[config.mk]
export PLATFORM = sky130hd
export DESIGN_NAME = binary_attn_score
export DESIGN_NICKNAME = d
export VERILOG_FILES = /design/src/rtl/binary_attn_score.sv
export SDC_FILE = /design/constraint.sdc
export NUM_CORES = 2
export LEC_CHECK = 0
export CAP_MARGIN = 15
export CORE_ASPECT_RATIO = 1.25
export CORE_UTILIZATION = 60
export CTS_BUF_LIST = sky130_fd_sc_hd__clkbuf_8
export CTS_CLUSTER_DIAMETER = 80
export DETAILED_ROUTE_END_ITERATION = 7
export PLACE_DENSITY_LB_ADDON = 0.12
export SLEW_MARGIN = 15
export SYNTH_ARGS = -nofsm -noshare
export SYNTH_HDL_FRONTEND = slang
export SYNTH_SLANG_ARGS = --single-unit
[constraint.sdc]
create_clock -name clk -period 7.3 [get_ports clk]
set_clock_uncertainty 0.15 [all_clocks]
set_input_delay 1.825 -clock clk [delete_from_list [all_inputs] [get_ports clk]]
set_output_delay 1.825 -clock clk [all_outputs]
set_load 0.01 [all_outputs]
[src/rtl/binary_attn_score.sv]
// binary_attn_score: buffers one binary Q/K/V sequence, then streams every XNOR-popcount
// score Q_i.K_j with V_j over ready/valid, pulsing done after the final beat.
module binary_attn_score #(
  parameter int SEQ_LEN = 30,
  parameter int DIM = 16,
  parameter int IDX_W = 5,
  parameter int SCORE_W = 6
) (
  input  logic               clk,
  input  logic               rst,
  input  logic [DIM-1:0]     q_in,
  input  logic [DIM-1:0]     k_in,
  input  logic [DIM-1:0]     v_in,
  input  logic               in_valid,
  output logic               in_ready,
  output logic [SCORE_W-1:0] score_out,
  output logic [IDX_W-1:0]   score_q_idx,
  output logic [IDX_W-1:0]   score_k_idx,
  output logic [DIM-1:0]     v_out,
  output logic               score_valid,
  input  logic               score_ready,
  output logic               score_last,
  output logic               done
);
  localparam int POP_W = $clog2(DIM + 1);
  localparam logic [IDX_W-1:0] LAST = IDX_W'(SEQ_LEN - 1);
  typedef enum logic {LOAD, COMPUTE} state_t;
  state_t state, state_nxt;
  logic [DIM-1:0] q_mem [SEQ_LEN];
  logic [DIM-1:0] k_mem [SEQ_LEN];
  logic [DIM-1:0] v_mem [SEQ_LEN];
  logic [IDX_W-1:0] wr_ptr, i_ptr, j_ptr;
  logic pend, accept, load_end, issue, fin;
  logic [DIM-1:0] xnor_bits;
  logic [POP_W-1:0] pop;
  logic [SCORE_W-1:0] score;
  assign in_ready = (state == LOAD) && !rst;
  assign accept = in_valid && in_ready;
  assign load_end = accept && wr_ptr == LAST;
  // pend marks that (i_ptr, j_ptr) still has to be pushed into the output register
  assign issue = pend && (!score_valid || score_ready);
  assign fin = score_valid && score_ready && score_last && score_q_idx == LAST;
  always_comb begin
    xnor_bits = ~(q_mem[i_ptr] ^ k_mem[j_ptr]);
    pop = '0;
    for (int b = 0; b < DIM; b++) pop = pop + POP_W'(xnor_bits[b]);
    score = SCORE_W'({pop, 1'b0}) - SCORE_W'(DIM);
  end
  always_comb begin
    state_nxt = state;
    if (state == LOAD) state_nxt = load_end ? COMPUTE : LOAD;
    else state_nxt = fin ? LOAD : COMPUTE;
  end
  always_ff @(posedge clk or posedge rst)
    if (rst) state <= LOAD;
    else state <= state_nxt;
  always_ff @(posedge clk)
    if (accept) begin
      q_mem[wr_ptr] <= q_in;
      k_mem[wr_ptr] <= k_in;
      v_mem[wr_ptr] <= v_in;
    end
  always_ff @(posedge clk or posedge rst)
    if (rst) begin
      wr_ptr <= '0;
      i_ptr <= '0;
      j_ptr <= '0;
      pend <= 1'b0;
      score_out <= '0;
      score_q_idx <= '0;
      score_k_idx <= '0;
      v_out <= '0;
      score_valid <= 1'b0;
      score_last <= 1'b0;
      done <= 1'b0;
    end else begin
      done <= fin;
      if (accept) wr_ptr <= load_end ? '0 : wr_ptr + 1'b1;
      if (load_end) begin
        pend <= 1'b1;
        i_ptr <= '0;
        j_ptr <= '0;
      end else if (issue) begin
        score_out <= score;
        score_q_idx <= i_ptr;
        score_k_idx <= j_ptr;
        v_out <= v_mem[j_ptr];
        score_last <= j_ptr == LAST;
        score_valid <= 1'b1;
        pend <= !(i_ptr == LAST && j_ptr == LAST);
        j_ptr <= j_ptr == LAST ? '0 : j_ptr + 1'b1;
        i_ptr <= j_ptr != LAST ? i_ptr : i_ptr == LAST ? '0 : i_ptr + 1'b1;
      end else if (score_ready) score_valid <= 1'b0;
    end
endmodule
# Yosys cells after proc, flatten, opt, wreduce, memory -nomap -nowiden
# Memory sizes are Yosys's and may differ from the RTL's. A register that Yosys moved wholly into a read port is not among the register bits.
# Index checks and enable logic that the tools add are counted.
# W data, S select, Z words.
# totals
reg_bits	36
ram_bits	1440
inputBits	52
out_inout_bits	36
word_cells	77
mem_count	3
# memory_table
name	words	width	rd	rd_clocked_by_memory_dff	write_ports	line_no	text
k_mem	30	16	1	0	1	30	logic [DIM-1:0] k_mem [SEQ_LEN];
q_mem	30	16	1	0	1	29	logic [DIM-1:0] q_mem [SEQ_LEN];
v_mem	30	16	1	1	1	31	logic [DIM-1:0] v_mem [SEQ_LEN];
# classes
add_sub_neg	19
n_eq_ne	6
muxes	17
bitwise_logic	4
n_reduce_logical	17
# ops
operator	count
$add A5 B1 Y5	11
$mux W5	8
$eq A5 B5 Y1 const B	4
$not A16 Y16	1
$xor A16 B16 Y16	1
$add A5 B1 Y5 const B	3
$mux W1	9
$logic_and A1 B1 Y1	8
$reduce_and A2 Y1	3
$sub A6 B5 Y6 const B	1
$add A4 B1 Y5	1
$ne A5 B5 Y1 const B	1
$add A3 B1 Y4	1
$reduce_bool A2 Y1	2
$add A2 B1 Y3	1
$logic_not A1 Y1	3
$add A1 B1 Y2	1
$ne A2 B2 Y1 const B	1
$not A1 Y1	2
$logic_or A1 B1 Y1	1

# Logic depth before layout (Yosys ltp)
# An unclocked memory read counts as a cell.
# depth
ltp_word	19
ltp_mapped	24

# Least setup slack after synthesis
# Ideal clock, no wire load.
# synth_path
kind	input-to-reg
start	input port rst
end	memory k_mem[15][0] (enable)
setup_time_ns	0.455
arrival_ns	4.711
path_slack_ns	1.983
path_stages	5
cell_sequence	nor2_1 and2_1 clkbuf_1 nand2_1 nor2_1
# synth_between
elab_chain_len	5
# synth_rtl
item	line_no	text
start, declared	10	input logic rst,
$logic_not A1 Y1 (no line)	n/a	
$logic_and A1 B1 Y1	37	assign in_ready = (state == LOAD) && !rst;
$logic_and A1 B1 Y1	38	assign accept = in_valid && in_ready;
$mux W1	58	if (accept) begin
$mux W1 (not written as such)	60	k_mem[wr_ptr] <= k_in;
end, declared	30	
# Every way passes these cells.

# Worst setup path in the final report
# layout_path
start	register j_ptr[1]
end	register score_out[5]
# layout_between
elab_chain_len	19
# layout_rtl
item	line_no	text
start, declared	32	logic [IDX_W-1:0] wr_ptr, i_ptr, j_ptr;
start signal, assigned	91	j_ptr <= j_ptr == LAST ? '0 : j_ptr + 1'b1;
$mem_v2 Z30 W16 *	n/a	
$xor A16 B16 Y16 *	44	xnor_bits = ~(q_mem[i_ptr] ^ k_mem[j_ptr]);
$not A16 Y16 *	44	
$add A1 B1 Y2	46	for (int b = 0; b < DIM; b++) pop = pop + POP_W'(xnor_bits[b]);
$add A2 B1 Y3	46	
$add A3 B1 Y4	46	
$add A4 B1 Y5	46	
$add A5 B1 Y5 (10 in a row)	46	
$add A5 B1 Y5 *	46	
$sub A6 B5 Y6 *	47	score = SCORE_W'({pop, 1'b0}) - SCORE_W'(DIM);
end signal, assigned	84	score_out <= score;
end, declared	16	output logic [SCORE_W-1:0] score_out,
# Mark *: on every way between the ends. The rest lies on a longest branch, timed or not.
# A chain may end at the register's enable or synchronous reset.

==> flow_summary.json <==
{
  "cts_tree": "done",
  "hold_violations": 0,
  "via_per_inst": 6.54,
  "critPathArrivalTime_ps": 7010,
  "tightest_slew_ps": 1240,
  "die_x_um": 280,
  "cpMostUsedCell": "fa_1",
  "first_iter_violations": 3402,
  "grt_max_degree": 52,
  "num_vias": 30000,
  "cp_data_required_time_ps": 7960,
  "hold_class": "flip-flop to flip-flop",
  "startpoint": "j_ptr[1]",
  "ys_seq_area_share_pct": 76.6,
  "setup_tns_ps": 0,
  "synth_warnings": 0,
  "cp.depth": 18,
  "crit_type": "flip-flop to flip-flop",
  "area_delta_synth_final_pct": 12.0,
  "nets": 3173,
  "drt_drc_violations_left": 0,
  "cts.sinks": 1491,
  "power.density_nw_per_um2": 309,
  "outcome": "finished clean",
  "fin_cells": 4580,
  "rsz0062_at_grt": "no",
  "synthFlopType": "edfxtp_1",
  "maxCapViolCount": 0,
  "cts.path.max_buffers": 3,
  "final_antenna_net_count": 0,
  "wl_per_cell_um": 32.4,
  "cts_max_level": 4,
  "core_um2": 96000,
  "cts_resized": 0,
  "path_buf_inv": 3,
  "first_global_vias": 30600,
  "synth_top_area_share_pct": 74.4,
  "hold_start": "score_out[2]",
  "ctsHoldBuffers": 0,
  "dr.pass1.iters": 5,
  "die_h_um": 350,
  "crit_slowest_cell": "dfrtp_4",
  "maxSlewHeadroom_pct": 17.1,
  "synth.distinct_cells": 67,
  "placed_cells": 4170,
  "postCtsSetupBuffers": 0,
  "clk_pin_slew_worst_paths_ps": 70,
  "path_cells": "buf_4 -> mux4_2 -> mux2i_1 -> nor3_1 -> nor3_1 -> xnor2_1 -> fa_1 -> inv_1 -> fa_1 -> inv_1 -> fa_1 -> fa_1 -> ha_1 -> fa_1 -> nand2_1 -> nand2_1 -> xnor2_1 -> o31ai_1",
  "grt_overflow": 0,
  "layout_common_cells": "edfxtp_1, mux4_2, clkbuf_8",
  "async_flop_share_pct": 3.42,
  "yosysTopAreaCell": "edfxtp_1",
  "critPathTopFamily": "adder cells",
  "slowest_delay_ps": 780,
  "syn_avg_cell_area_um2": 20.6,
  "root_buffer": "clkbuf_8",
  "dieArea_um2": 98100,
  "setup_viol": 0,
  "holdPathStages": 2,
  "start_kind": "flip-flop",
  "io_buffers": 86,
  "netlist_instances": 2827,
  "insertion_delay_ps": 920,
  "ir_worst_vdd_v": 0.000525,
  "slew_violations": 0,
  "ys_seq_elements": 1491,
  "synth_nets": 2902,
  "hold_slack_ps": 341,
  "start_util_pct": 60.6,
  "rows": 127,
  "drt_wl_total_um": 148000,
  "leakage_nw": 21.2,
  "cp_max_fo": 33,
  "r2r-start": "j_ptr[1]",
  "place_congestion": 0.836,
  "io-pin-count": 88,
  "antenna_found_initial": 5,
  "dp.final_hpwl_um": 82200,
  "period_share_pct": 86.9,
  "synth_edf_count": 1440,
  "synth_area_um2": 58100,
  "finalCriticalPeriod_ps": 6350,
  "drive_above_1_share_pct": 24.4,
  "grt_usage_pct": 31.2,
  "grt_pass1_wl_um": 213000,
  "reg2reg_depth": 18,
  "synth_area_leaders": "edfxtp_1, mux4_2, mux2i_1",
  "numCtsBuffers": 216,
  "fmax_mhz": 158,
  "final_common_cell": "edfxtp_1",
  "cp-end-kind": "flip-flop"
}
-- cells in the mapped netlist, types with 4 or more instances --
master / number
nand3b_1: 5
o22a_1: 12
buf_6: 33
edfxtp_1: 1440
a21oi_1: 47
ha_1: 13
a31oi_1: 14
and2_1: 5
nand3_1: 20
o221ai_1: 9
nor2b_1: 17
buf_2: 47
inv_1: 21
nand2b_1: 8
or2_2: 5
fa_1: 10
nand4_1: 5
nor3_1: 19
mux2i_1: 146
xnor2_1: 10
o22ai_1: 42
buf_4: 35
nand2_1: 122
a211oi_1: 34
mux4_2: 273
o21ai_0: 59
dfrtp_1: 51
nor2_1: 96
a22o_1: 5
a22oi_1: 24
nor4_1: 10
buf_1: 4
clkbuf_1: 32
xor2_1: 12
o32ai_1: 8
and3_1: 4
mux2_2: 73
o211ai_1: 16
-- logic make-up (layout without fill, tap and decap cells) --
group	Yosys count	in the layout	share of synthesized area, %
DFF	1491	1491	76.6
muxes	497	497	14.7
and+or+nand+nor	324	324	2.50
AOI/OAI and AO/OA	295	295	3.38
buffers and inverters	174	633	1.88
adders and majority gates	23	23	0.624
xor gates and xnor gates	22	22	0.332
other	1	5	0.00645
-- tightest hold or removal path, cell delays in order (launching register included) --
cell and delay, ps:
dfrtp_1 340, nand2_1 60, nand2_1 60
-- through the flow --
stage | area [µm²] | util [%] | setup WS [ps] | power (W)
floorplan | 58100 | - | 1980 | 0.0128
global placement | 61000 | 63.5 | 1030 | 0.0140
detailed placement | 61000 | 63.5 | 986 | 0.0140
CTS | 65100 | 67.8 | 985 | 0.0202
global route | 65100 | 67.8 | 663 | 0.0209
finish | 65100 | 67.8 | 954 | 0.0201
-- where the power goes --
group	switching, W	total (W)	internal [W]
logic	0.00215	0.00394	0.00179
registers	0.000233	0.00992	0.00969
clock network	0.00312	0.00628	0.00316
-- sequential cells by signal, summed over array words and instances, names as in the netlist --
| name | flops |
|---|---|
| k_mem | 480 |
| q_mem | 480 |
| v_mem | 480 |
| v_out | 16 |
| i_ptr | 5 |
| j_ptr | 5 |
| score_k_idx | 5 |
| score_out | 5 |
| score_q_idx | 5 |
| wr_ptr | 5 |
| done | 1 |
| pend | 1 |
| score_last | 1 |
| score_valid | 1 |
| state | 1 |
-- metal layers --
metal	part of all wire (%)	track usage (%)	vias to the layer above
li1	-	-	12200
met1	37	41.0	15800
met2	51	51.9	1601
met3	8.2	5.79	306
met4	3.6	12.8	6
met5	0.029	0	-
-- area by class of cell --
cell class              instances  area, µm²
well taps                    1290       1610
clock buffers                 240       3300
diodes                          4       10.0
repair buffers                204       2000
fillers                      6269      30900
multi-input cells            1162      12700
clock inverters               166        806
inverters                      23       87.6
flip-flops and latches       1491      44500
-- final timing paths --
path,to,slack [ps]
worst max register to register,score_out[5],950
worst min register to register,score_out[2],340
max in group asynchronous,i_ptr[1],4880
worst max-delay path,score_out[5],950
worst min-delay path,score_out[2],340
min in group asynchronous,wr_ptr[4],1410
Note: power is estimated with default switching activity, not from simulation.
